### config.mk
export PLATFORM = sky130hd
export DESIGN_NAME = bus_dma_host_flat
export DESIGN_NICKNAME = d
export VERILOG_FILES = /design/src/rtl/bus_dma_host_if.sv /design/src/rtl/bus_dma_host.sv /design/src/flat_wrapper.sv
export SDC_FILE = /design/constraint.sdc
export NUM_CORES = 1
export LEC_CHECK = 0
export ABC_CLOCK_PERIOD_IN_PS = 3100
export CORE_ASPECT_RATIO = 1.75
export CORE_MARGIN = 8
export CORE_UTILIZATION = 45
export DETAILED_ROUTE_END_ITERATION = 8
export PLACE_DENSITY_LB_ADDON = 0.15
export SETUP_SLACK_MARGIN = 0.1
export SYNTH_ARGS = -nofsm -noshare
export SYNTH_HDL_FRONTEND = slang
export SYNTH_SLANG_ARGS = --single-unit
### constraint.sdc
create_clock -name clk_i -period 3.1 [get_ports clk_i]
set_input_delay 0.465 -clock clk_i [delete_from_list [all_inputs] [get_ports clk_i]]
set_output_delay 0.465 -clock clk_i [all_outputs]
set_load 0.02 [all_outputs]
### src/rtl/bus_dma_host_if.sv
// Bus bundle for the DMA engine: the register device port and the host initiator port.
// Host handshake: req stays high with addr/we/be/wdata frozen until the cycle gnt is seen;
// one transaction is outstanding until its rvalid (err qualified by rvalid) returns.
interface bus_dma_host_if #(
    parameter int DataWidth    = 32,
    parameter int AddressWidth = 32
);
    logic                    dev_req_i;
    logic                    dev_we_i;
    logic [3:0]              dev_be_i;
    logic [AddressWidth-1:0] dev_addr_i;
    logic [DataWidth-1:0]    dev_wdata_i;
    logic                    dev_rvalid_o;
    logic [DataWidth-1:0]    dev_rdata_o;
    logic                    dev_err_o;

    logic                    host_req_o;
    logic                    host_gnt_i;
    logic [AddressWidth-1:0] host_addr_o;
    logic                    host_we_o;
    logic [3:0]              host_be_o;
    logic [DataWidth-1:0]    host_wdata_o;
    logic                    host_rvalid_i;
    logic [DataWidth-1:0]    host_rdata_i;
    logic                    host_err_i;

    // slave: the DMA engine's view
    modport slave (
        input  dev_req_i, dev_we_i, dev_be_i, dev_addr_i, dev_wdata_i,
        output dev_rvalid_o, dev_rdata_o, dev_err_o,
        output host_req_o, host_addr_o, host_we_o, host_be_o, host_wdata_o,
        input  host_gnt_i, host_rvalid_i, host_rdata_i, host_err_i
    );

    // master: the system side (core on the device port, memory on the host port)
    modport master (
        output dev_req_i, dev_we_i, dev_be_i, dev_addr_i, dev_wdata_i,
        input  dev_rvalid_o, dev_rdata_o, dev_err_o,
        input  host_req_o, host_addr_o, host_we_o, host_be_o, host_wdata_o,
        output host_gnt_i, host_rvalid_i, host_rdata_i, host_err_i
    );
endinterface

### src/rtl/bus_dma_host.sv
// Single-channel word-copy DMA: config/status registers on the device port and a
// host initiator copying LEN words from SRC to DST, one bus transaction at a time.
module bus_dma_host #(
    parameter int DataWidth    = 32,
    parameter int AddressWidth = 32,
    parameter int LenWidth     = 16
) (
    input  logic          clk_i,
    input  logic          rst_ni,
    bus_dma_host_if.slave bus,
    output logic          dma_intr_o,
    output logic [2:0]    dbg_state_o
);

    typedef enum logic [2:0] {
        IDLE    = 3'd0,
        RD_REQ  = 3'd1,
        RD_WAIT = 3'd2,
        WR_REQ  = 3'd3,
        WR_WAIT = 3'd4
    } state_e;

    state_e state_q, state_d;

    logic [AddressWidth-1:0] src_q, dst_q, cur_src_q, cur_dst_q;
    logic [LenWidth-1:0]     len_q, remaining_q;
    logic [DataWidth-1:0]    buf_q;
    logic                    ie_q, done_q, err_q, zero_pend_q;
    logic                    dev_rvalid_q, dev_err_q;
    logic [DataWidth-1:0]    dev_rdata_q;
    logic [3:0]              be_q;

    logic [7:0]              offset;
    logic                    dev_wr, busy, start;
    logic                    rsp_ok, rsp_err, xfer_done;
    logic [DataWidth-1:0]    rd_val;
    logic                    rd_unmapped;

    logic                    host_req;
    logic                    host_we;
    logic [AddressWidth-1:0] host_addr;

    logic                    unused_bits;
    assign unused_bits = ^{bus.dev_be_i, bus.dev_addr_i[AddressWidth-1:10], bus.dev_addr_i[1:0]};

    assign offset    = bus.dev_addr_i[9:2];
    assign dev_wr    = bus.dev_req_i & bus.dev_we_i;
    assign busy      = (state_q != IDLE) | zero_pend_q;
    assign start     = dev_wr & (offset == 8'h03) & bus.dev_wdata_i[0] & ~busy;
    assign rsp_ok    = bus.host_rvalid_i & ~bus.host_err_i;
    assign rsp_err   = bus.host_rvalid_i & bus.host_err_i &
                       ((state_q == RD_WAIT) | (state_q == WR_WAIT));
    assign xfer_done = (state_q == WR_WAIT) & rsp_ok & (remaining_q == LenWidth'(1));

    always_comb begin
        rd_val      = '0;
        rd_unmapped = 1'b0;
        case (offset)
            8'h00:   rd_val = DataWidth'(src_q);
            8'h01:   rd_val = DataWidth'(dst_q);
            8'h02:   rd_val = DataWidth'(len_q);
            8'h03:   rd_val[1] = ie_q;
            8'h04:   rd_val[2:0] = {err_q, done_q, busy};
            default: rd_unmapped = 1'b1;
        endcase
    end

    // Register file and device-port response; reads see the value before this edge's write.
    always_ff @(posedge clk_i or negedge rst_ni) begin
        if (!rst_ni) begin
            src_q        <= '0;
            dst_q        <= '0;
            len_q        <= '0;
            ie_q         <= 1'b0;
            done_q       <= 1'b0;
            err_q        <= 1'b0;
            zero_pend_q  <= 1'b0;
            dev_rvalid_q <= 1'b0;
            dev_rdata_q  <= '0;
            dev_err_q    <= 1'b0;
            be_q         <= 4'h0;
        end else begin
            be_q         <= 4'hF;
            dev_rvalid_q <= bus.dev_req_i;
            dev_rdata_q  <= bus.dev_req_i ? rd_val : '0;
            dev_err_q    <= bus.dev_req_i & rd_unmapped;
            if (dev_wr && !busy) begin
                case (offset)
                    8'h00:   src_q <= {bus.dev_wdata_i[AddressWidth-1:2], 2'b00};
                    8'h01:   dst_q <= {bus.dev_wdata_i[AddressWidth-1:2], 2'b00};
                    8'h02:   len_q <= bus.dev_wdata_i[LenWidth-1:0];
                    default: ;
                endcase
            end
            if (dev_wr && offset == 8'h03) ie_q <= bus.dev_wdata_i[1];
            if (dev_wr && offset == 8'h04) begin
                if (bus.dev_wdata_i[1]) done_q <= 1'b0;
                if (bus.dev_wdata_i[2]) err_q  <= 1'b0;
            end
            zero_pend_q <= start & (len_q == '0);
            if (start) begin
                done_q <= 1'b0;
                err_q  <= 1'b0;
            end
            if (zero_pend_q || xfer_done) done_q <= 1'b1;
            if (rsp_err) begin
                err_q  <= 1'b1;
                done_q <= 1'b0;
            end
        end
    end

    always_ff @(posedge clk_i or negedge rst_ni) begin
        if (!rst_ni) begin
            cur_src_q   <= '0;
            cur_dst_q   <= '0;
            remaining_q <= '0;
            buf_q       <= '0;
        end else begin
            if (start) begin
                cur_src_q   <= src_q;
                cur_dst_q   <= dst_q;
                remaining_q <= len_q;
            end
            if (state_q == RD_WAIT && rsp_ok) buf_q <= bus.host_rdata_i;
            // Address arithmetic wraps silently at the top of the address space.
            if (state_q == WR_WAIT && rsp_ok) begin
                cur_src_q   <= cur_src_q + AddressWidth'(4);
                cur_dst_q   <= cur_dst_q + AddressWidth'(4);
                remaining_q <= remaining_q - LenWidth'(1);
            end
        end
    end

    always_ff @(posedge clk_i or negedge rst_ni) begin
        if (!rst_ni) state_q <= IDLE;
        else         state_q <= state_d;
    end

    always_comb begin
        state_d   = state_q;
        host_req  = 1'b0;
        host_we   = 1'b0;
        host_addr = '0;
        unique case (state_q)
            IDLE: begin
                if (start && len_q != '0) state_d = RD_REQ;
            end
            RD_REQ: begin
                host_req  = 1'b1;
                host_addr = cur_src_q;
                if (bus.host_gnt_i) state_d = RD_WAIT;
            end
            RD_WAIT: begin
                if (bus.host_rvalid_i) state_d = bus.host_err_i ? IDLE : WR_REQ;
            end
            WR_REQ: begin
                host_req  = 1'b1;
                host_we   = 1'b1;
                host_addr = cur_dst_q;
                if (bus.host_gnt_i) state_d = WR_WAIT;
            end
            WR_WAIT: begin
                if (bus.host_rvalid_i) begin
                    if (bus.host_err_i || remaining_q == LenWidth'(1)) state_d = IDLE;
                    else                                                state_d = RD_REQ;
                end
            end
            default: state_d = IDLE;
        endcase
    end

    assign bus.host_req_o   = host_req;
    assign bus.host_we_o    = host_we;
    assign bus.host_addr_o  = host_addr;
    assign bus.host_be_o    = be_q;
    assign bus.host_wdata_o = buf_q;
    assign bus.dev_rvalid_o = dev_rvalid_q;
    assign bus.dev_rdata_o  = dev_rdata_q;
    assign bus.dev_err_o    = dev_err_q;
    assign dma_intr_o       = done_q & ie_q;
    assign dbg_state_o      = state_q;

endmodule

### src/flat_wrapper.sv
// flat-port wrapper written by rule: the top's interface ports become plain ports
module bus_dma_host_flat 
#(
    parameter int DataWidth    = 32,
    parameter int AddressWidth = 32,
    parameter int LenWidth     = 16
)
  (clk_i, rst_ni, dma_intr_o, dbg_state_o, bus_dev_req_i, bus_dev_we_i, bus_dev_be_i, bus_dev_addr_i, bus_dev_wdata_i, bus_dev_rvalid_o, bus_dev_rdata_o, bus_dev_err_o, bus_host_req_o, bus_host_addr_o, bus_host_we_o, bus_host_be_o, bus_host_wdata_o, bus_host_gnt_i, bus_host_rvalid_i, bus_host_rdata_i, bus_host_err_i);
  bus_dma_host_if #(.DataWidth(DataWidth), .AddressWidth(AddressWidth)) bus_i ();
  input  logic clk_i;
  input  logic rst_ni;
  output logic dma_intr_o;
  output logic [2:0] dbg_state_o;
  input wire logic [$bits(bus_i.dev_req_i)-1:0] bus_dev_req_i;
  input wire logic [$bits(bus_i.dev_we_i)-1:0] bus_dev_we_i;
  input wire logic [$bits(bus_i.dev_be_i)-1:0] bus_dev_be_i;
  input wire logic [$bits(bus_i.dev_addr_i)-1:0] bus_dev_addr_i;
  input wire logic [$bits(bus_i.dev_wdata_i)-1:0] bus_dev_wdata_i;
  output wire logic [$bits(bus_i.dev_rvalid_o)-1:0] bus_dev_rvalid_o;
  output wire logic [$bits(bus_i.dev_rdata_o)-1:0] bus_dev_rdata_o;
  output wire logic [$bits(bus_i.dev_err_o)-1:0] bus_dev_err_o;
  output wire logic [$bits(bus_i.host_req_o)-1:0] bus_host_req_o;
  output wire logic [$bits(bus_i.host_addr_o)-1:0] bus_host_addr_o;
  output wire logic [$bits(bus_i.host_we_o)-1:0] bus_host_we_o;
  output wire logic [$bits(bus_i.host_be_o)-1:0] bus_host_be_o;
  output wire logic [$bits(bus_i.host_wdata_o)-1:0] bus_host_wdata_o;
  input wire logic [$bits(bus_i.host_gnt_i)-1:0] bus_host_gnt_i;
  input wire logic [$bits(bus_i.host_rvalid_i)-1:0] bus_host_rvalid_i;
  input wire logic [$bits(bus_i.host_rdata_i)-1:0] bus_host_rdata_i;
  input wire logic [$bits(bus_i.host_err_i)-1:0] bus_host_err_i;
  assign bus_i.dev_req_i = bus_dev_req_i;
  assign bus_i.dev_we_i = bus_dev_we_i;
  assign bus_i.dev_be_i = bus_dev_be_i;
  assign bus_i.dev_addr_i = bus_dev_addr_i;
  assign bus_i.dev_wdata_i = bus_dev_wdata_i;
  assign bus_dev_rvalid_o = bus_i.dev_rvalid_o;
  assign bus_dev_rdata_o = bus_i.dev_rdata_o;
  assign bus_dev_err_o = bus_i.dev_err_o;
  assign bus_host_req_o = bus_i.host_req_o;
  assign bus_host_addr_o = bus_i.host_addr_o;
  assign bus_host_we_o = bus_i.host_we_o;
  assign bus_host_be_o = bus_i.host_be_o;
  assign bus_host_wdata_o = bus_i.host_wdata_o;
  assign bus_i.host_gnt_i = bus_host_gnt_i;
  assign bus_i.host_rvalid_i = bus_host_rvalid_i;
  assign bus_i.host_rdata_i = bus_host_rdata_i;
  assign bus_i.host_err_i = bus_host_err_i;
  bus_dma_host #(.DataWidth(DataWidth), .AddressWidth(AddressWidth), .LenWidth(LenWidth)) u_core (.clk_i(clk_i), .rst_ni(rst_ni), .bus(bus_i), .dma_intr_o(dma_intr_o), .dbg_state_o(dbg_state_o));
endmodule
# Yosys cells after proc, flatten, opt, wreduce, memory -nomap -nowiden
# Cells that the tools add are included.
# totals
elab_cells	108
ff_bits	230
output_inout_bits	108
# op_classes
addsub	3
n_bitwise	16
n_mux	32
n_eq_ne	14
reduce_logical	27
# ops
operator	n
two-way mux 32 bit	5
case mux 29 bit (3 select lines)	1
adder 32 x 3 -> 32 bit (second input constant)	2
case mux 32 bit (2 select lines)	1
two-way mux 16 bit	2
equality test 16 x 1 -> 1 bit (second input constant)	1
equality test 8 x 2 -> 1 bit (second input constant)	2
zero test 16 bit	1
nonzero test 16 bit	1
subtractor 16 x 1 -> 16 bit (second input constant)	1
two-way mux 3 bit	5
case mux 3 bit (5 select lines)	1
two-way mux 1 bit	13
AND 1 bit	12
AND reduction 2 bit	5
nonzero test 3 bit	3
equality test 8 x 1 -> 1 bit (second input constant)	1
equality test 8 x 3 -> 1 bit (second input constant)	1
zero test 8 bit	1
!= test 2 bit (second input constant)	4
nonzero test 4 bit	2
equality test 3 x 2 -> 1 bit (second input constant)	2
logical AND 1 bit	6
AND reduction 5 bit	1
other kinds (15)	18

# Logic depth before layout (Yosys ltp)
# depth
word_depth	7
mapped_depth	9
ltp_nobuf	6

# Worst setup path after synthesis
# OpenSTA, ideal clock, no wires.
# synth_path
path_type	input to register
startpoint	in bus_dev_addr_i[5]
endpoint	reg u_core.dst_q[10]
arrival_time_ns	2.042
required_ns	2.972
setup_slack_ns	0.931
stages	7
cell_sequence	or4_4 nor3_2 and3_1 buf_2 nand2_2 buf_4 mux2_1
# synth_via
elab_chain_cells	2
# synth_lines
element	line_no	source
start, declared	flat_wrapper.sv:17	input wire logic [$bits(bus_i.dev_addr_i)-1:0] bus_dev_addr_i;
equality test 8 x 1 -> 1 bit	bus_dma_host.sv:88	case (offset)
AND reduction 2 bit (no source line)	--	
end signal, assigned	bus_dma_host.sv:90	8'h01: dst_q <= {bus.dev_wdata_i[AddressWidth-1:2], 2'b00};
end, declared	bus_dma_host.sv:25	logic [AddressWidth-1:0] src_q, dst_q, cur_src_q, cur_dst_q;
# Every way passes these cells.
# A chain may end at the register's enable or synchronous reset.

# Worst setup path after layout
# layout_path
startpoint	reg u_core.state_q[2], in the netlist u_core.dbg_state_o[2]
endpoint	out bus_host_addr_o[9]
# layout_via
elab_chain_cells	2
word_cells_on_any_way	3
classes_between	eq/ne: 2; mux: 1
# layout_lines
element	line_no	source
start, declared	bus_dma_host.sv:23	state_e state_q, state_d;
start signal, assigned	bus_dma_host.sv:137	else state_q <= state_d;
equality test 3 x 2 -> 1 bit or equality test 3 x 1 -> 1 bit (tied branches)	bus_dma_host.sv:145	unique case (state_q)
case mux 32 bit (2 select lines) *	bus_dma_host.sv:145	
end, declared	flat_wrapper.sv:23	output wire logic [$bits(bus_i.host_addr_o)-1:0] bus_host_addr_o;
# Mark *: on every way between the ends. The rest lies on a longest branch, timed or not.

==> results.sh <==
export IMPL_grtUsageMet2=0.390
export IMPL_die_x_um=134
export IMPL_rsz0062_at_grt="no"
export IMPL_antenna_cells=0
export IMPL_yosys_top_cells_area="dfrtp_1, mux2_1, mux2_2"
export IMPL_synth_compound_area_frac=0.115
export IMPL_outcome="finished, final reports clean"
export IMPL_path_clk_slew_ns=0.06
export IMPL_cts_tree="yes"
export IMPL_synth_edf_count=0
export IMPL_busiest_layer="met2"
export IMPL_rows=75
export IMPL_nets=1316
export IMPL_synthMuxAreaShare=0.153
export IMPL_tns_ns=0
export IMPL_synth_common_cells="dfrtp_1, nor2_1, nand2_1"
export IMPL_finalNonFillerCells=1527
export IMPL_grt_max_degree=73
export IMPL_setup_violations=0
export IMPL_use_met3=0.0259
export IMPL_final_antenna_net_count=0
export IMPL_place_area_mm2=0.0132
export IMPL_dp_cells=1488
export IMPL_start_util=0.457
export IMPL_syn_to_final_growth_pct=27.5
export IMPL_drt_initial_drc_count=550
export IMPL_whs_ns=0.504
export IMPL_endpoint_kind="output port"
export IMPL_cap_violations=0
export IMPL_clk_latency_ns=0.53
export IMPL_portBuffers=184
export IMPL_firstDrtPassIters=7
export IMPL_grt_antenna_before_repair=0
export IMPL_slew_violations=0
export IMPL_clock_sinks=226
export IMPL_synth_xor_area_share=0.00240
export IMPL_overflow=0
export IMPL_cts_root_buf="clkbuf_16"
export IMPL_fmax_ghz=0.360
export IMPL_worstPathRequired_ns=2.63
export IMPL_peakVddDrop_mv=0.419
export IMPL_syn_inst=1029
export IMPL_yosys_area_share_simple=0.171
export IMPL_grt_pass1_vias=9217
export IMPL_die_height_um=222
export IMPL_synth_top_area_frac=0.517
export IMPL_hold_violations=0
export IMPL_synth_area_leader_cell="dfrtp_1"
export IMPL_gp_congestion=0.856
export IMPL_drc=0
export IMPL_met1_usage=0.241
export IMPL_syn_avg_cell_area_um2=10.6
export IMPL_yosysMostFrequentCell="dfrtp_1"
export IMPL_synth_top_family_by_area="simple AND/OR/NAND/NOR gates"
export IMPL_ys_seq_area_frac=0.517
export IMPL_via_count=8867
export IMPL_reg2reg_setup_slack_ns=0.67
export IMPL_worstPathArrival_ns=2.31
export IMPL_leakagePower_nw=6.13
export IMPL_cts_resized=0
export IMPL_power_mw=8.64
export IMPL_finClkSkew_ns=0.0195
export IMPL_syn_area_mm2=0.0109
export IMPL_dieArea_mm2=0.0297
export IMPL_worstMarginPinSlew_ns=0.866
export IMPL_synth_ff_type="dfrtp_1"
export IMPL_viasPerCell=5.81
export IMPL_power_density_mw_per_mm2=620
export IMPL_synthAdderAreaFrac=0.00550
export IMPL_cp_max_fo=16
export IMPL_grt_pass1_wl_um=50800
export IMPL_numCtsBuffers=22
export IMPL_cts_max_level=1
export IMPL_path_class="register to output port"
export IMPL_wl_per_cell_um=20.9
export IMPL_dp_slack_ns=0.239
export IMPL_dpl_hpwl_um=22800
export IMPL_hold_class="primary input to asynchronous set/reset pin"
export IMPL_totalWireLength_um=32000
export IMPL_grt_usage=0.213
export IMPL_clock_path_buffers=3
export IMPL_drive_gt1_frac=0.116
export IMPL_coreArea_mm2=0.0239
export IMPL_ios=215
export IMPL_ys_seq_elements=226
export IMPL_synth_distinct_cells=68
export IMPL_async_flop_share=1.00
export IMPL_cp_start_kind="register"
export IMPL_finalCritPeriodShare=0.895
export IMPL_setup_slack_ns=0.325
export IMPL_final_util=0.582
export IMPL_period_minus_slack_ns=2.78
export IMPL_relSlewSlack=0.420
export IMPL_design_area_mm2=0.0139
export IMPL_synth_warning_count=0
[worst max-delay path: stages, from the launching register on]
cell	delay, ns
dfrtp_1	0.50
nand2b_1	0.21
buf_4	0.21
nor2_1	0.22
clkdlybuf4s50_1	0.65
[registers in the layout, indices dropped and copies added, names as in the netlist, 3 cells and up]
name / count
u_core.remaining_q: 16
u_core.bus.dev_rdata_o: 32
u_core.cur_src_q: 30
u_core.dst_q: 30
u_core.len_q: 16
u_core.bus.host_wdata_o: 32
u_core.cur_dst_q: 30
u_core.dbg_state_o: 3
u_core.src_q: 30
[layout by cell type (no fill, tap or decap), types with 7 or more instances in the layout]
cell type and n:
mux2i_1 44, clkdlybuf4s50_1 183, nor4_1 14, and4_1 9, clkbuf_8 8, o22ai_1 10
inv_1 10, nor3_1 37, nor2_1 138, mux2_1 60, dfrtp_1 225, a311oi_1 9
nand2_1 64, a211oi_1 27, mux2_2 49, a22oi_1 18, clkbuf_16 23, nand3_1 36
and3_1 19, or3_1 7, a21oi_1 42, buf_4 29, o21ai_0 18, o211ai_1 12
nand4_1 21, buf_12 8
[layer usage]
metal / part of all wire / up-vias / routed length, um
li1: - / 4120 / -
met2: 0.54 / 245 / 17100
met4: 0.038 / 0 / 1220
met3: 0.046 / 64 / 1470
met5: 0 / - / 0
met1: 0.38 / 4438 / 12100
[cell families (layout without fill, tap and decap cells)]
group                      after synthesis  after routing
other                                    2              3
buffers and inverters                   81            270
muxes                                  153            153
AOI/OAI and AO/OA                      180            180
adders and majority gates                5              5
DFF                                    226            226
and+or+nand+nor                        379            379
xor gates and xnor gates                 3              3
[power breakdown]
group	leakage [nW]	switching (mW)	total (mW)	internal (mW)
Combinational	2.73	1.13	2.23	1.10
Clock	0.360	1.14	2.68	1.54
Sequential	3.04	0.370	3.73	3.36
[area by class of cell]
cell class | count | area, um^2
fill | 2076 | 10000
sequential | 226 | 5660
multi-input combinational | 723 | 4900
timing repair buffer | 222 | 2230
clock buffer | 34 | 697
tap | 308 | 385
inverter | 10 | 37.5
clock inverter | 4 | 20.0
[worst paths after layout]
kind | cells past startpoint | endpoint | start
worst max-delay path | 4 | bus_host_addr_o[9] | u_core.dbg_state_o[2]$_DFFE_PN0P_
worst min-delay path | 2 | u_core.bus.host_wdata_o[16]$_DFFE_PN0P_ | rst_ni
worst max register to register | 6 | u_core.cur_dst_q[29]$_DFFE_PN0P_ | u_core.dbg_state_o[2]$_DFFE_PN0P_
worst min register to register | 1 | u_core.bus.host_wdata_o[2]$_DFFE_PN0P_ | u_core.bus.host_wdata_o[2]$_DFFE_PN0P_
max in group asynchronous | 3 | u_core.remaining_q[6]$_DFFE_PN0P_ | rst_ni
min in group clk_i | 1 | u_core.bus.host_wdata_o[2]$_DFFE_PN0P_ | u_core.bus.host_wdata_o[2]$_DFFE_PN0P_
[what timing repair did]
item	in CTS	in global routing
hold buffers	1	0
buffers inserted	0	0
endpoints found under the hold margin	68	0
(Power assumes the default switching activity.)
